### src/rtl/id_ex_stage.sv
// ID/EX pipeline register: captures decoded operands and control, inserts
// load-use bubbles, precomputes EX forwarding selects and honours flush/hold.
module id_ex_stage #(
  parameter int XLEN  = 32,
  parameter int CNT_W = 16
) (
  input  logic             clk,
  input  logic             reset,
  input  logic             id_valid,
  input  logic [XLEN-1:0]  id_pc,
  input  logic [4:0]       id_rs1,
  input  logic [4:0]       id_rs2,
  input  logic             id_use_rs1,
  input  logic             id_use_rs2,
  input  logic [4:0]       id_rd,
  input  logic [XLEN-1:0]  id_imm,
  input  logic [XLEN-1:0]  id_da,
  input  logic [XLEN-1:0]  id_db,
  input  logic [3:0]       id_alu_op,
  input  logic             id_reg_write,
  input  logic             id_mem_read,
  input  logic             id_mem_write,
  input  logic             flush,
  input  logic             ex_hold,
  input  logic [4:0]       mem_rd,
  input  logic             mem_reg_write,
  output logic             id_stall,
  output logic             ex_valid,
  output logic [XLEN-1:0]  ex_pc,
  output logic [4:0]       ex_rs1,
  output logic [4:0]       ex_rs2,
  output logic [4:0]       ex_rd,
  output logic [XLEN-1:0]  ex_imm,
  output logic [XLEN-1:0]  ex_da,
  output logic [XLEN-1:0]  ex_db,
  output logic [3:0]       ex_alu_op,
  output logic             ex_reg_write,
  output logic             ex_mem_read,
  output logic             ex_mem_write,
  output logic [1:0]       ex_fwd_a,
  output logic [1:0]       ex_fwd_b,
  output logic [CNT_W-1:0] lu_count
);

  logic       lu;
  logic       advance;
  logic       bubble;
  logic [1:0] fwd_a_nx;
  logic [1:0] fwd_b_nx;

  // EX/MEM producer (the instruction now in EX) beats the older MEM/WB one.
  function automatic logic [1:0] fwd_sel(input logic use_s, input logic [4:0] rs,
                                         input logic ex_v, input logic ex_rw,
                                         input logic [4:0] exrd, input logic mem_rw,
                                         input logic [4:0] memrd);
    logic [1:0] sel;
    sel = 2'b00;
    if (use_s && ex_v && ex_rw && exrd != 5'd0 && rs == exrd)
      sel = 2'b01;
    else if (use_s && mem_rw && memrd != 5'd0 && rs == memrd)
      sel = 2'b10;
    return sel;
  endfunction

  always_comb begin
    lu = id_valid && ex_valid && ex_mem_read && (ex_rd != 5'd0) &&
         ((id_use_rs1 && id_rs1 == ex_rd) || (id_use_rs2 && id_rs2 == ex_rd));
    id_stall = ex_hold || (lu && !flush);
    advance  = flush || !ex_hold;
    bubble   = flush || lu || !id_valid;
    fwd_a_nx = fwd_sel(id_use_rs1, id_rs1, ex_valid, ex_reg_write, ex_rd,
                       mem_reg_write, mem_rd);
    fwd_b_nx = fwd_sel(id_use_rs2, id_rs2, ex_valid, ex_reg_write, ex_rd,
                       mem_reg_write, mem_rd);
  end

  always_ff @(posedge clk or negedge reset) begin
    if (!reset) begin
      ex_valid     <= 1'b0;
      ex_pc        <= '0;
      ex_rs1       <= '0;
      ex_rs2       <= '0;
      ex_rd        <= '0;
      ex_imm       <= '0;
      ex_da        <= '0;
      ex_db        <= '0;
      ex_alu_op    <= '0;
      ex_reg_write <= 1'b0;
      ex_mem_read  <= 1'b0;
      ex_mem_write <= 1'b0;
      ex_fwd_a     <= '0;
      ex_fwd_b     <= '0;
    end else if (advance) begin
      if (bubble) begin
        ex_valid     <= 1'b0;
        ex_pc        <= '0;
        ex_rs1       <= '0;
        ex_rs2       <= '0;
        ex_rd        <= '0;
        ex_imm       <= '0;
        ex_da        <= '0;
        ex_db        <= '0;
        ex_alu_op    <= '0;
        ex_reg_write <= 1'b0;
        ex_mem_read  <= 1'b0;
        ex_mem_write <= 1'b0;
        ex_fwd_a     <= '0;
        ex_fwd_b     <= '0;
      end else begin
        ex_valid     <= 1'b1;
        ex_pc        <= id_pc;
        ex_rs1       <= id_rs1;
        ex_rs2       <= id_rs2;
        ex_rd        <= id_rd;
        ex_imm       <= id_imm;
        ex_da        <= id_da;
        ex_db        <= id_db;
        ex_alu_op    <= id_alu_op;
        ex_reg_write <= id_reg_write;
        ex_mem_read  <= id_mem_read;
        ex_mem_write <= id_mem_write;
        ex_fwd_a     <= fwd_a_nx;
        ex_fwd_b     <= fwd_b_nx;
      end
    end
  end

  // Only a bubble actually caused by load-use counts; flush and hold suppress it.
  always_ff @(posedge clk or negedge reset) begin
    if (!reset)
      lu_count <= '0;
    else if (!flush && !ex_hold && lu && lu_count != {CNT_W{1'b1}})
      lu_count <= lu_count + CNT_W'(1);
  end

endmodule

### config.mk
export PLATFORM = sky130hd
export DESIGN_NAME = id_ex_stage
export DESIGN_NICKNAME = d
export VERILOG_FILES = /design/src/rtl/id_ex_stage.sv
export SDC_FILE = /design/constraint.sdc
export NUM_CORES = 1
export LEC_CHECK = 0
export ABC_AREA = 1
export BUFFER_PORTS_ARGS = -buffer_cell sky130_fd_sc_hd__buf_4
export CORE_UTILIZATION = 35
export DETAILED_ROUTE_END_ITERATION = 12
export GPL_TIMING_DRIVEN = 0
export PLACE_DENSITY = 0.74
export SKIP_CTS_REPAIR_TIMING = 1
export SLEW_MARGIN = 10
export SYNTH_ARGS = -nofsm -noshare
export SYNTH_HDL_FRONTEND = slang
export SYNTH_SLANG_ARGS = --single-unit
### constraint.sdc
create_clock -name clk -period 2 [get_ports clk]
set_input_delay 0.2 -clock clk [delete_from_list [all_inputs] [get_ports clk]]
set_output_delay 0.2 -clock clk [all_outputs]
set_load 0.005 [all_outputs]
---- Yosys cells after proc, flatten, opt, wreduce, memory -nomap -nowiden ----
Index checks and enable logic that the tools add are counted.
storage, ports and cells
  register bits after elaboration ......... 171
  bits in writable memories ............... 0
  latch bits .............................. 0
  bits in read-only memories .............. 0
  memories ................................ 0
  logic and storage cells ................. 73
  output and inout bits ................... 172
cells by class
  multipliers ............................. 0
  reductions and logical operators ........ 34
  divide/modulo/power cells ............... 0
  magnitude comparators ................... 0
  muxes and demuxes ....................... 18
  equal/unequal tests ..................... 5
  shift-type cells ........................ 0
  add/subtract/negate cells ............... 1
  bitwise logic cells ..................... 0
operator list
  kind                                                              count
  32-bit 2-to-1 mux                                                 4
  1-bit logical AND                                                 24
  5-bit == test                                                     4
  16-bit by 1-bit adder with 16-bit output (second input constant)  1
  16-bit inequality test (second input constant)                    1
  5-bit 2-to-1 mux                                                  3
  2-bit 2-to-1 mux                                                  6
  5-bit nonzero test                                                2
  1-bit logical OR                                                  5
  1-bit 2-to-1 mux                                                  4
  4-bit 2-to-1 mux                                                  1
  1-bit zero test                                                   3

---- Logic depth before layout (Yosys ltp) ----
  word-level depth ........................ 7
  mapped depth ............................ 11

---- Worst setup path after synthesis ----
Ideal clock, no wire load.
  path type ............................... register to output
  start ................................... register ex_rd[2]
  end ..................................... output id_stall
  setup slack ............................. 0.453 ns
  cell stages (with the launch flop) ...... 11
  arrival time ............................ 1.347 ns
  required time ........................... 1.800 ns
  cell sequence ........................... dfrtp_1 > inv_1 > nand2_1 > nand2_1 > nor2_1 > nand3_1 > nand2_2 > nand2_1 > buf_4 > buf_2 > o21ai_1
between the ends
  word-level cells in the longest chain between the ends .. 6
  elaborated cells on any way between the ends .. 10
  those cells by class .................... eq/ne: 2; reduce/logical: 8
RTL lines
  what                    RTL line  text
  start, declared         32        output logic [4:0] ex_rd,
  start signal, assigned  114       ex_rd <= id_rd;
  5-bit == test           67        ((id_use_rs1 && id_rs1 == ex_rd) || (id_use_rs2 && id_rs2 == ex_rd));
  1-bit logical AND       67
  1-bit logical OR        67
  1-bit logical AND *     66        lu = id_valid && ex_valid && ex_mem_read && (ex_rd != 5'd0) &&
  1-bit logical AND *     68        id_stall = ex_hold || (lu && !flush);
  1-bit logical OR *      68
  end, declared           27        output logic id_stall,
Every way passes the cells marked *; elsewhere a longest branch is shown, timed or not.

---- Worst setup path in the final report ----
  start ................................... register ex_rd[1]
  end ..................................... output id_stall
The elaborated chain is that of the path after synthesis.

==> flow_metrics.env <==
export IMPL_outcome="finished, violations left"
export IMPL_violations="hold timing, setup timing"
export IMPL_dieWidth_um=147
export IMPL_crit_path_end_kind="output port"
export IMPL_drive_gt1_share_pct=33.0
export IMPL_drc=0
export IMPL_drt_initial_drc_count=402
export IMPL_worst_clock_skew_ns=0.0123
export IMPL_wl_per_cell_um=15.7
export IMPL_stdcell_count=1553
export IMPL_antenna_cells=0
export IMPL_gp_congestion=0.914
export IMPL_final_area_um2=11100
export IMPL_fin_nets=1434
export IMPL_core_um2=20500
export IMPL_drv_slew=0
export IMPL_pwr_share_seq_pct=46.9
export IMPL_period_share_pct=105
export IMPL_cp_start_kind="register"
export IMPL_h_tree_depth=4
export IMPL_clock_latency_ns=0.42
export IMPL_rsz0062_at_grt="true"
export IMPL_syn_area_per_cell_um2=8.28
export IMPL_tightest_slew_ns=1.07
export IMPL_grt_use_total_pct=22.4
export IMPL_top_layer_used="met4"
export IMPL_pin_count=335
export IMPL_dr_pass1_iters=4
export IMPL_grt_max_degree=110
export IMPL_cts_root_buffer="clkbuf_16"
export IMPL_required_ns=1.80
export IMPL_yosysSeqAreaShare_pct=57.9
export IMPL_worst_path_dominant_cell_family="buffers and inverters"
export IMPL_register_area_um2=4280
export IMPL_via_per_inst=4.76
export IMPL_wl_mm=24.4
export IMPL_crit_chain="buf_4 > nand2_1 > nand2_1 > nor2_1 > nand3_1 > nand2_2 > nand2_2 > buf_6 > buf_12 > o21ai_2 > buf_4"
export IMPL_grt_pass1_wl_mm=37.8
export IMPL_route_met3_wl_mm=1.59
export IMPL_die_y_um=147
export IMPL_wl_met2_mm=12.2
export IMPL_pwr_share_comb_pct=11.2
export IMPL_cts_sinks=171
export IMPL_nFillCells=1868
export IMPL_cts_path_max_buffers=2
export IMPL_grt_antenna_before_repair=0
export IMPL_p_per_area_nw_per_um2=700
export IMPL_fmax_mhz=475
export IMPL_placed_cells=1498
export IMPL_worstPathArrival_ns=1.91
export IMPL_cap_violations=0
export IMPL_post_place_ws_ns=-0.306
export IMPL_yosysUniqueCellTypes=27
export IMPL_wl_met1_mm=10.1
export IMPL_p_leak_nw=6.27
export IMPL_clockPowerShare_pct=41.8
export IMPL_multi_input_comb_area_um2=2760
export IMPL_whs_ns=-0.000348
export IMPL_cts_tree="yes"
export IMPL_setup_viol=1
export IMPL_grt_pass1_vias=7135
export IMPL_critPathKind="reg2out"
export IMPL_switching_power_mw=2.06
export IMPL_setup_tns_ns=-0.106
export IMPL_cts_buffers_inserted=17
export IMPL_yosys_register_bits=171
export IMPL_worstPathMaxFanout=5
export IMPL_worstHoldPathType="in2reg"
export IMPL_place_area_um2=10300
export IMPL_ys_warn_count=0
export IMPL_syn_inst=893
export IMPL_grt_ovfl_total=0
export IMPL_port_buffer_count=334
export IMPL_ir_drop_mv=0.508
export IMPL_post_route_min_period_ns=2.11
export IMPL_fin_ws_ns=-0.106
export IMPL_p_int_mw=5.70
export IMPL_area_delta_synth_final_pct=49.9
export IMPL_vias=7389
export IMPL_dieArea_um2=21700
export IMPL_cp_num_buf_inv=4
export IMPL_synth_nets=1057
export IMPL_slew_headroom_pct=28.4
export IMPL_critPathSlowestCell="dfrtp_1"
export IMPL_p_sw_share_pct=26.5
export IMPL_hold_viol_final=1
export IMPL_dpl_hpwl_mm=18.1
export IMPL_slowest_delay_ns=0.39
export IMPL_postRouteAntennaNets=0
export IMPL_cts_clk_slew_worst_paths_ns=0.07
export IMPL_start_util_pct=36.1
export IMPL_fp_row_count=52
export IMPL_syn_area_um2=7390
## state kept, by name, indices dropped and copies added, names as in the netlist
signal        count
ex_valid          1
ex_alu_op         4
lu_count         16
ex_db            32
ex_da            32
ex_rs1            5
ex_imm           32
ex_reg_write      1
ex_mem_read       1
ex_pc            32
ex_rs2            5
ex_fwd_b          2
ex_rd             5
ex_mem_write      1
ex_fwd_a          2
## metal layers
| layer | vias to the layer above | global-route usage [%] |
|---|---|---|
| met5 | - | 0 |
| met1 | 3465 | 28.3 |
| li1 | 3605 | - |
| met4 | 0 | 7.22 |
| met2 | 285 | 37.9 |
| met3 | 34 | 4.94 |
## cells by family (layout without fill, tap and decap cells)
family,count (synthesis),after routing,share of synthesized area [%]
compound gates,24,24,1.74
xor+xnor,14,14,1.66
fa+ha+maj,1,1,0.169
buf+inv,85,475,4.89
flops,171,171,57.9
simple gates,598,598,33.7
## cells in the mapped netlist
master | instances | area, µm²
nand3_2 | 1 | 10.0
buf_2 | 25 | 125
nand2_2 | 1 | 6.26
buf_4 | 3 | 22.5
clkbuf_1 | 21 | 78.8
a21oi_1 | 1 | 5.00
inv_1 | 28 | 105
nor3_1 | 3 | 15.0
a31oi_1 | 1 | 6.26
nand4_1 | 5 | 31.3
nor2_4 | 1 | 11.3
or2_2 | 1 | 6.26
o22ai_1 | 2 | 12.5
xnor2_1 | 8 | 70.1
o21ai_0 | 6 | 30.0
o211ai_1 | 2 | 15.0
nand4_2 | 1 | 12.5
buf_1 | 1 | 3.75
xor2_1 | 6 | 52.6
nand3_1 | 156 | 781
o21ai_1 | 12 | 60.1
inv_2 | 7 | 26.3
ha_1 | 1 | 12.5
nor3_2 | 1 | 10.0
nand2_1 | 394 | 1480
nor2_1 | 34 | 128
dfrtp_1 | 171 | 4280
## power by group through the flow
stage	registers, mW	logic [mW]	clock network, mW
after CTS	3.64	0.853	3.33
after floorplan	3.71	0.226	0
after global placement	3.70	0.834	0
final	3.64	0.871	3.24
after global routing	3.65	0.958	3.46
after detailed placement	3.71	0.851	0
## layout make-up
class / count / share of cell area, %
buffer: 50 / 2.25
clock buffer: 17 / 3.84
clock inverter: 15 / 1.37
inverter: 35 / 1.18
multi-input combinational: 637 / 24.9
sequential: 171 / 38.6
tap: 270 / 3.05
timing repair buffer: 358 / 24.8
## path summary, 6_finish.rpt
path | slack (ns) | cells past startpoint | from | endpoint
worst max-delay path | -0.11 | 11 | ex_rd[1]$_DFFE_PN0P_ | id_stall
worst min-delay path | -0.0003 | 3 | id_db[18] | ex_db[18]$_DFFE_PN0P_
worst max register to register | 0.17 | 10 | ex_rd[1]$_DFFE_PN0P_ | ex_da[19]$_DFFE_PN0P_
worst min register to register | 0.48 | 2 | ex_da[21]$_DFFE_PN0P_ | ex_da[21]$_DFFE_PN0P_
max in group asynchronous | 0.79 | 3 | reset | ex_db[26]$_DFFE_PN0P_
min in group asynchronous | 0.30 | 2 | reset | ex_pc[22]$_DFFE_PN0P_
## per-stage QoR
step / power [mW] / utilization [%]
after floorplan: 3.94 / -
after global placement: 4.54 / 50.0
after detailed placement: 4.56 / 50.1
after CTS: 7.82 / 52.9
after global routing: 8.07 / 54.1
final: 7.76 / 54.1
## layout by cell type, fill, tap and decap left out, types with 8 or more instances in the layout
cell type and instances:
nor2_1 34, buf_2 24, inv_2 9, nand2_1 393, inv_1 26, o21ai_1 11
dlygate4sd3_1 14, clkbuf_1 21, xnor2_1 8, nand3_1 156, dfrtp_1 169, clkbuf_16 17
buf_4 344
## worst min-delay path: cells and delay by family
| kind | cells | cell delay [ns] |
|---|---|---|
| buffers and inverters | 1 | 0.08 |
| AND/OR/NAND/NOR | 2 | 0.11 |
Note: power is estimated with default switching activity, not from simulation.
